$ cat src/rtl/pc_unit_if.sv
// pc_unit_if: control/status bundle between the instruction-sequencing logic
// and the program-counter unit.
//   master (sequencer / bench): drives stall, jmp, jsb, ret, reti,
//     branch_taken, target, disp, enai, disi, int_req; observes the status.
//   slave (pc_unit): consumes the controls; drives pc_out, int_ack,
//     int_enable, stack_overflow, stack_underflow.
interface pc_unit_if #(
  parameter int pc_address_width = 12,
  parameter int disp_width       = 8
);
  logic                        stall;
  logic                        jmp;
  logic                        jsb;
  logic                        ret;
  logic                        reti;
  logic                        branch_taken;
  logic [pc_address_width-1:0] target;
  logic [disp_width-1:0]       disp;
  logic                        enai;
  logic                        disi;
  logic                        int_req;
  logic [pc_address_width-1:0] pc_out;
  logic                        int_ack;
  logic                        int_enable;
  logic                        stack_overflow;
  logic                        stack_underflow;

  modport master (
    output stall, jmp, jsb, ret, reti, branch_taken, target, disp,
           enai, disi, int_req,
    input  pc_out, int_ack, int_enable, stack_overflow, stack_underflow
  );

  modport slave (
    input  stall, jmp, jsb, ret, reti, branch_taken, target, disp,
           enai, disi, int_req,
    output pc_out, int_ack, int_enable, stack_overflow, stack_underflow
  );
endinterface

$ cat src/rtl/pc_unit.sv
// pc_unit: program-counter sequencer feeding the instruction-memory read
// address. Selects the next PC from sequential fetch, absolute jumps,
// subroutine calls/returns, relative branches and interrupt entry; owns the
// return-address stack and the interrupt-enable flag.
// Ports:
//   clk   - rising-edge clock
//   reset - asynchronous, active-low reset
//   bus   - pc_unit_if slave: control inputs in, PC and status out
//           (int_ack is combinational: high in the cycle the interrupt is
//           accepted, PC moves to int_vector on the following edge)
module pc_unit #(
  parameter int pc_address_width = 12,
  parameter int disp_width       = 8,
  parameter int stack_depth      = 8,
  parameter int reset_vector     = 0,
  parameter int int_vector       = 1
) (
  input  logic      clk,
  input  logic      reset,
  pc_unit_if.slave  bus
);
  localparam int SP_W  = $clog2(stack_depth + 1);
  localparam int IDX_W = (stack_depth > 1) ? $clog2(stack_depth) : 1;

  localparam logic [pc_address_width-1:0] PC_ONE  = pc_address_width'(1);
  localparam logic [pc_address_width-1:0] RST_VEC = pc_address_width'(reset_vector);
  localparam logic [pc_address_width-1:0] INT_VEC = pc_address_width'(int_vector);
  localparam logic [SP_W-1:0]             SP_ONE  = SP_W'(1);
  localparam logic [SP_W-1:0]             SP_ZERO = '0;
  localparam logic [SP_W-1:0]             SP_FULL = SP_W'(stack_depth);

  // Two's-complement displacement widened to PC width.
  function automatic logic [pc_address_width-1:0] sext_disp(
    input logic signed [disp_width-1:0] d
  );
    return {{(pc_address_width-disp_width){d[disp_width-1]}}, d};
  endfunction

  logic [pc_address_width-1:0] pc_q, pc_d;
  logic [SP_W-1:0]             sp_q, sp_d;
  logic                        int_enable_q, int_enable_d;
  logic                        overflow_q, overflow_d;
  logic                        underflow_q, underflow_d;
  logic [pc_address_width-1:0] stack_q [stack_depth];

  logic [pc_address_width-1:0] seq;
  logic [pc_address_width-1:0] branch_pc;
  logic [SP_W-1:0]             sp_m1;
  logic                        xfer;
  logic                        accept;
  logic                        do_push;
  logic                        push_we;
  logic signed [disp_width-1:0] disp_s;

  assign disp_s = bus.disp;

  always_comb begin
    seq       = pc_q + PC_ONE;
    branch_pc = seq + sext_disp(disp_s);
    sp_m1     = sp_q - SP_ONE;
    xfer      = bus.ret | bus.reti | bus.jsb | bus.jmp | bus.branch_taken;
    // Interrupts only slip in on an otherwise sequential cycle, so they never
    // race a control transfer for the stack or the PC.
    accept    = ~bus.stall & int_enable_q & bus.int_req & ~xfer & ~bus.disi;

    pc_d         = pc_q;
    sp_d         = sp_q;
    int_enable_d = int_enable_q;
    overflow_d   = overflow_q;
    underflow_d  = underflow_q;
    do_push      = 1'b0;
    push_we      = 1'b0;

    if (!bus.stall) begin
      pc_d = seq;
      if (bus.ret || bus.reti) begin
        if (sp_q == SP_ZERO) begin
          underflow_d = 1'b1;
        end else begin
          pc_d = stack_q[sp_m1[IDX_W-1:0]];
          sp_d = sp_m1;
        end
      end else if (bus.jsb) begin
        do_push = 1'b1;
        pc_d    = bus.target;
      end else if (bus.jmp) begin
        pc_d = bus.target;
      end else if (bus.branch_taken) begin
        pc_d = branch_pc;
      end else if (accept) begin
        do_push = 1'b1;
        pc_d    = INT_VEC;
      end

      // A push into a full stack is dropped but the jump still happens.
      if (do_push) begin
        if (sp_q == SP_FULL) begin
          overflow_d = 1'b1;
        end else begin
          push_we = 1'b1;
          sp_d    = sp_q + SP_ONE;
        end
      end

      // disi beats every setter; interrupt entry masks further interrupts.
      if (bus.disi || accept) begin
        int_enable_d = 1'b0;
      end else if (bus.enai || bus.reti) begin
        int_enable_d = 1'b1;
      end
    end
  end

  always_ff @(posedge clk or negedge reset) begin
    if (!reset) begin
      pc_q         <= RST_VEC;
      sp_q         <= SP_ZERO;
      int_enable_q <= 1'b0;
      overflow_q   <= 1'b0;
      underflow_q  <= 1'b0;
    end else begin
      pc_q         <= pc_d;
      sp_q         <= sp_d;
      int_enable_q <= int_enable_d;
      overflow_q   <= overflow_d;
      underflow_q  <= underflow_d;
    end
  end

  // Stack storage carries no reset; its contents are only meaningful below sp.
  always_ff @(posedge clk) begin
    if (push_we) begin
      stack_q[sp_q[IDX_W-1:0]] <= seq;
    end
  end

  assign bus.pc_out          = pc_q;
  assign bus.int_ack         = accept;
  assign bus.int_enable      = int_enable_q;
  assign bus.stack_overflow  = overflow_q;
  assign bus.stack_underflow = underflow_q;
endmodule

$ cat src/flat_wrapper.sv
// flat-port wrapper written by rule: the top's interface ports become plain ports
module pc_unit_flat 
#(
  parameter int pc_address_width = 12,
  parameter int disp_width       = 8,
  parameter int stack_depth      = 8,
  parameter int reset_vector     = 0,
  parameter int int_vector       = 1
)
  (clk, reset, bus_stall, bus_jmp, bus_jsb, bus_ret, bus_reti, bus_branch_taken, bus_target, bus_disp, bus_enai, bus_disi, bus_int_req, bus_pc_out, bus_int_ack, bus_int_enable, bus_stack_overflow, bus_stack_underflow);
  pc_unit_if #(.pc_address_width(pc_address_width), .disp_width(disp_width)) bus_i ();
  input  logic clk;
  input  logic reset;
  input wire logic [$bits(bus_i.stall)-1:0] bus_stall;
  input wire logic [$bits(bus_i.jmp)-1:0] bus_jmp;
  input wire logic [$bits(bus_i.jsb)-1:0] bus_jsb;
  input wire logic [$bits(bus_i.ret)-1:0] bus_ret;
  input wire logic [$bits(bus_i.reti)-1:0] bus_reti;
  input wire logic [$bits(bus_i.branch_taken)-1:0] bus_branch_taken;
  input wire logic [$bits(bus_i.target)-1:0] bus_target;
  input wire logic [$bits(bus_i.disp)-1:0] bus_disp;
  input wire logic [$bits(bus_i.enai)-1:0] bus_enai;
  input wire logic [$bits(bus_i.disi)-1:0] bus_disi;
  input wire logic [$bits(bus_i.int_req)-1:0] bus_int_req;
  output wire logic [$bits(bus_i.pc_out)-1:0] bus_pc_out;
  output wire logic [$bits(bus_i.int_ack)-1:0] bus_int_ack;
  output wire logic [$bits(bus_i.int_enable)-1:0] bus_int_enable;
  output wire logic [$bits(bus_i.stack_overflow)-1:0] bus_stack_overflow;
  output wire logic [$bits(bus_i.stack_underflow)-1:0] bus_stack_underflow;
  assign bus_i.stall = bus_stall;
  assign bus_i.jmp = bus_jmp;
  assign bus_i.jsb = bus_jsb;
  assign bus_i.ret = bus_ret;
  assign bus_i.reti = bus_reti;
  assign bus_i.branch_taken = bus_branch_taken;
  assign bus_i.target = bus_target;
  assign bus_i.disp = bus_disp;
  assign bus_i.enai = bus_enai;
  assign bus_i.disi = bus_disi;
  assign bus_i.int_req = bus_int_req;
  assign bus_pc_out = bus_i.pc_out;
  assign bus_int_ack = bus_i.int_ack;
  assign bus_int_enable = bus_i.int_enable;
  assign bus_stack_overflow = bus_i.stack_overflow;
  assign bus_stack_underflow = bus_i.stack_underflow;
  pc_unit #(.pc_address_width(pc_address_width), .disp_width(disp_width), .stack_depth(stack_depth), .reset_vector(reset_vector), .int_vector(int_vector)) u_core (.clk(clk), .reset(reset), .bus(bus_i));
endmodule
$ cat config.mk
export PLATFORM = sky130hd
export DESIGN_NAME = pc_unit_flat
export DESIGN_NICKNAME = d
export VERILOG_FILES = /design/src/rtl/pc_unit_if.sv /design/src/rtl/pc_unit.sv /design/src/flat_wrapper.sv
export SDC_FILE = /design/constraint.sdc
export NUM_CORES = 1
export LEC_CHECK = 0
export ABC_AREA = 1
export ABC_CLOCK_PERIOD_IN_PS = 3200
export BUFFER_PORTS_ARGS = -buffer_cell sky130_fd_sc_hd__buf_2
export CORE_UTILIZATION = 60
export CTS_CLUSTER_DIAMETER = 40
export DETAILED_ROUTE_END_ITERATION = 10
export HOLD_SLACK_MARGIN = 0.15
export PLACE_DENSITY = 0.8
export RECOVER_POWER = 50
export REMOVE_ABC_BUFFERS = 1
export SYNTH_ARGS = -nofsm -noshare
export SYNTH_HDL_FRONTEND = slang
export SYNTH_SLANG_ARGS = --single-unit
$ cat constraint.sdc
create_clock -name clk -period 3.2 [get_ports clk]
set_input_delay 0.48 -clock clk [delete_from_list [all_inputs] [get_ports clk]]
set_output_delay 0.48 -clock clk [all_outputs]
set_load 0.01 [all_outputs]
* Word-level counts from Yosys, hierarchy flattened
Memory sizes are Yosys's and may differ from the RTL's.
Index checks and enable logic that the tools add are counted.
** Storage, ports and cells
- Register bits :: 19
- Memory bits (writable) :: 96
- Bits of input ports :: 31
- Output and inout port bits :: 16
- Memories kept :: 1
** Cells by class
- Add/sub/neg operators :: 4
- Equality and inequality tests :: 1
- Muxes and demuxes :: 23
- Bitwise gates (word level) :: 11
- Reductions and logical operators :: 8
** Memory list
- u_core.stack_q :: words 8, bits a word 12, rd ports 1, clocked after memory_dff 0, write ports 1, RTL line pc_unit.sv:44 : logic [pc_address_width-1:0] stack_q [stack_depth];
** Operators by type and width (number)
- $mux W12 :: 6
- $mux W4 :: 4
- $mux W1 :: 13
- $add A12 B1 Y12 const B :: 1
- $add A12 B12 Y12 :: 1
- $reduce_and A3 Y1 :: 2
- $add A4 B1 Y4 const B :: 1
- $and A1 B1 Y1 :: 4
- $eq A4 B4 Y1 const B :: 1
- $logic_not A4 Y1 :: 1
- $or A1 B1 Y1 :: 4
- $sub A4 B1 Y4 const B :: 1
- $logic_or A1 B1 Y1 :: 3
- $not A1 Y1 :: 3
- $reduce_and A2 Y1 :: 1
- $reduce_bool A2 Y1 :: 1

* Logic depth before layout (Yosys ltp)
- Word-level depth :: 17
- Depth in mapped cells :: 20
- Gate-level depth less buffers :: 20

* Least setup slack after synthesis
No wires, ideal clock.
- Kind :: register -> register
- Start point :: reg u_core.sp_q[0]
- End point :: mem u_core.stack_q[6][0], enable pin
- Setup time :: 396 ps
- Arrival :: 2224 ps
- Required time :: 2804 ps
- Slack :: 580 ps
- Stages on the path, launching flop included :: 10
- Period minus slack after synthesis :: 2620 ps
- Cell sequence :: dfrtp_1 buf_2 inv_2 buf_2 ha_1 nand2_1 nor2_1 nor2_8 nand3_2 nor3_1
** Between the ends
- Word-level cells in the longest chain between the ends :: 6
** RTL lines
- start, declared :: RTL line pc_unit.sv:40 : logic [SP_W-1:0] sp_q, sp_d;
- start signal, assigned :: RTL line pc_unit.sv:123 : sp_q <= sp_d;
- $eq A4 B4 Y1 :: RTL line pc_unit.sv:97 : if (sp_q == SP_FULL) begin
- $mux W1 :: RTL line pc_unit.sv:97
- $mux W1 :: RTL line pc_unit.sv:96 : if (do_push) begin
- $mux W1 :: RTL line pc_unit.sv:74 : if (!bus.stall) begin
- $mux W1 :: RTL line pc_unit.sv:132 : if (push_we) begin
- $mux W1 (not written as such) :: RTL line pc_unit.sv:133 : stack_q[sp_q[IDX_W-1:0]] <= seq;
- end, declared :: RTL line pc_unit.sv:44
Parallel ways exist; a longest one is shown, timed or not.

* Worst setup path after layout
- Start point :: reg u_core.pc_q[0], in the netlist u_core.bus.pc_out[0]
- End point :: reg u_core.pc_q[11], in the netlist u_core.bus.pc_out[11]
** Between the ends
- Word-level cells in the longest chain between the ends :: 6
- Elaborated cells on any way between the ends :: 8
- Classes of those cells :: add/sub (2); mux (6)
** RTL lines
- start, declared :: RTL line pc_unit.sv:39 : logic [pc_address_width-1:0] pc_q, pc_d;
- start signal, assigned :: RTL line pc_unit.sv:122 : pc_q <= pc_d;
- $add A12 B1 Y12 :: RTL line pc_unit.sv:58 : seq = pc_q + PC_ONE;
- named net u_core.seq[10] :: RTL line pc_unit.sv:46 : logic [pc_address_width-1:0] seq;
- $add A12 B12 Y12 :: RTL line pc_unit.sv:59 : branch_pc = seq + sext_disp(disp_s);
- $mux W12 :: RTL line pc_unit.sv:88 : end else if (bus.branch_taken) begin
- $mux W12 :: RTL line pc_unit.sv:86 : end else if (bus.jmp) begin
- $mux W12 :: RTL line pc_unit.sv:83 : end else if (bus.jsb) begin
- $mux W12 :: RTL line pc_unit.sv:76 : if (bus.ret || bus.reti) begin
The timed path passes the listed nets, and every way through them passes these cells.
A chain may end at the register's enable or synchronous reset.

==> results.cfg <==
[place]
placed_cell_area_um2 = 6420
dp_cells = 789
post-dp-hpwl_mm = 10.7
place.gp.congestion = 0.986
place_ws_ns = 0.271
portBuffers = 46

[clocking]
cts_setup_buffers = 0
clk_latency_ns = 0.52
clk_pin_slew_worst_paths_ns = 0.06
htreeDepth = 4
cts_tree = built
numCtsBuffers = 17
clockRootBuffer = clkbuf_8
cts.sinks = 115
cts_buffer_depth = 2

[worst_setup_path]
worst_setup_path_start_kind = flop
crit_path_end_kind = flop
critical_path_class = flop to flop
cp_max_fo = 10
arrival_ns = 3.43
critPathRequiredTime_ns = 3.64

[run]
cap_violations = 0

[power_and_ir_drop]
leakage_nw = 2.81
p_per_area_nw_per_um2 = 1060
ir_worst_vdd_mv = 0.514
power_mw = 7.41

[sta]
fin_ws_ns = 0.215
setup_viol = 0
whs_ns = 0.237
final_hold_viol_count = 0
tns_ns = 0
worst_pin_slew_ns = 1.20
fin_crit_sh = 0.933
drv_slew = 0
relSlewSlack = 0.202
fin_skew_ns = 0.0105
max_freq_ghz = 0.335
timing.final.crit_period_ns = 2.99

[grt]
grt_max_degree = 54
use_met3 = 0.0732
grt_pass1_wl_mm = 25.3
grt-busiest-layer = met2
globalRouteTotalUtil = 0.340
antenna_found_initial = 0
grt_pass1_vias = 4855
grtUsageMet1 = 0.455
overflow = 0
use_met2 = 0.529

[route]
route.detailed.drc = 0
post_drt_wl_per_cell_um = 19.8
via_per_inst = 6.07
routed-via-count = 4991
wirelength_mm = 16.3
antenna_left = 0
drt_first_pass_iters = 6
drt-initial-drc-count = 510

[logic_synthesis]
ys_seq_area_frac = 0.565
synth_seq_cells = 115
synth.largest_area_cell = edfxtp_1
synth_area_per_cell_um2 = 9.70
synth_top_area_frac = 0.485
ys_types = 44
synthTopCellsByArea = edfxtp_1 48%, dfrtp_1 8.0%, nand2_1 6.9%, o21ai_0 5.8%, nor2_1 5.2%
yosysWarnings = 0
syn_area_um2 = 5950
synthCells = 613

[final_layout]
layout.nets = 729
stdcell_area_um2 = 6990
diodes = 0
drive_gt1_frac = 0.157
finalNonFillerCells = 822
multi_input_area_um2 = 2320
fillers = 676
syn_to_final_growth_pct = 17.4
register_area_um2 = 3360
final_core_util = 0.742

[floorplan]
die_area_um2 = 10300
die_w_um = 102
fp.dieH_um = 102
num_rows = 35
coreArea_um2 = 9420
start_util = 0.632
ioPinCount = 47

[worst_hold_path]
worstHoldPathType = input pin to flop

[outcome]
run_status = complete, no violations
## final cells by class
type | instances | share of cell area
repair buffers | 70 | 0.0528
clock inverters | 15 | 0.0247
flip-flops and latches | 115 | 0.481
well taps | 129 | 0.0231
inverters | 51 | 0.0278
clock buffers | 17 | 0.0593
multi-input cells | 425 | 0.332
## power breakdown
part / internal [mW] / leakage, nW / switching (mW) / total [mW]
Clock: 1.13 / 0.284 / 0.739 / 1.87
Sequential: 1.99 / 1.09 / 0.158 / 2.15
Combinational: 1.05 / 1.43 / 2.34 / 3.39
## sequential cells by signal (all words and copies together), names as in the netlist
| signal | cells |
|---|---|
| u_core.bus.int_enable | 1 |
| u_core.bus.pc_out | 12 |
| u_core.bus.stack_underflow | 1 |
| u_core.sp_q | 4 |
| u_core.stack_q | 96 |
| u_core.bus.stack_overflow | 1 |
## metal layers
layer | share of wire | vias to the layer above
met5 | 0 | -
met4 | 0.033 | 0
met3 | 0.11 | 53
met2 | 0.47 | 338
met1 | 0.39 | 2313
li1 | - | 2287
## path summary, 6_finish.rpt
| path | start | endpoint | slack [ns] | depth (start not counted) |
|---|---|---|---|---|
| max in group asynchronous | reset | u_core.bus.pc_out[1] | 1.75 | 2 |
| max reg2reg | u_core.bus.pc_out[0] | u_core.bus.pc_out[11] | 0.21 | 20 |
| min in group asynchronous | reset | u_core.sp_q[2] | 0.74 | 2 |
| max | u_core.bus.pc_out[0] | u_core.bus.pc_out[11] | 0.21 | 20 |
| min reg2reg | u_core.bus.stack_overflow | u_core.bus.stack_overflow | 0.48 | 1 |
| min | bus_target[3] | u_core.bus.pc_out[3] | 0.24 | 3 |
## cell usage in the layout, fill, tap and decap left out, drive strengths merged, types with 4 or more instances in the layout
cell / netlist / layout
nand2: 114 / 114
edfxtp: 96 / 96
nor2: 89 / 89
o21ai: 72 / 72
inv: 50 / 56
buf: 12 / 46
clkbuf: 10 / 40
a21oi: 34 / 34
nand3: 31 / 31
dfrtp: 19 / 19
o22ai: 18 / 18
ha: 17 / 17
o211ai: 10 / 10
xor2: 8 / 8
nor3: 7 / 7
clkinv: 1 / 6
xnor2: 4 / 4
o221ai: 4 / 4
## repair_timing
action / CTS / global route
endpoints found under the setup margin: 0 / 1
hold endpoints to repair: 19 / 0
resized for setup: 0 / 4
hold buffers: 1 / 0
## cell families (layout without fill, tap and decap cells)
kind of cell / after synthesis / in the layout / synth area share
compound gates: 149 / 149 / 0.141
buf+inv: 73 / 153 / 0.0515
simple gates: 246 / 246 / 0.184
flops: 115 / 115 / 0.565
fa+ha+maj: 18 / 18 / 0.0391
xor+xnor: 12 / 12 / 0.0189
## cells in the mapped netlist (all sizes together)
cell type,count
edfxtp,96
clkinv,1
nor3,7
a22oi,1
o221ai,4
a31o,1
xnor2,4
or2,2
nor2,89
a31oi,2
dfrtp,19
o211ai,10
clkbuf,10
a221oi,1
nand2,114
a21oi,34
nand4,1
xor2,8
buf,12
nand3b,2
o22ai,18
o2111ai,2
a221o,1
fa,1
ha,17
a21boi,1
nand3,31
inv,50
o21ai,72
a21o,2
## critical path, stage by stage (launching register included)
cell and delay (ns):
dfrtp_1 0.40, ha_1 0.21, nand2_1 0.07, nor2_2 0.16
nand2_1 0.12, nor2_4 0.14, nand2_1 0.10, nor2_2 0.16
xor2_2 0.21, inv_2 0.13, ha_1 0.36, nand2_1 0.09
nor2_2 0.11, nand3_1 0.13, inv_1 0.08, nor2_1 0.04
nand3_1 0.07, nand3_1 0.07, nand2_1 0.07, nand2_1 0.04
a21oi_1 0.13
Power figures use the tool's default switching activity.
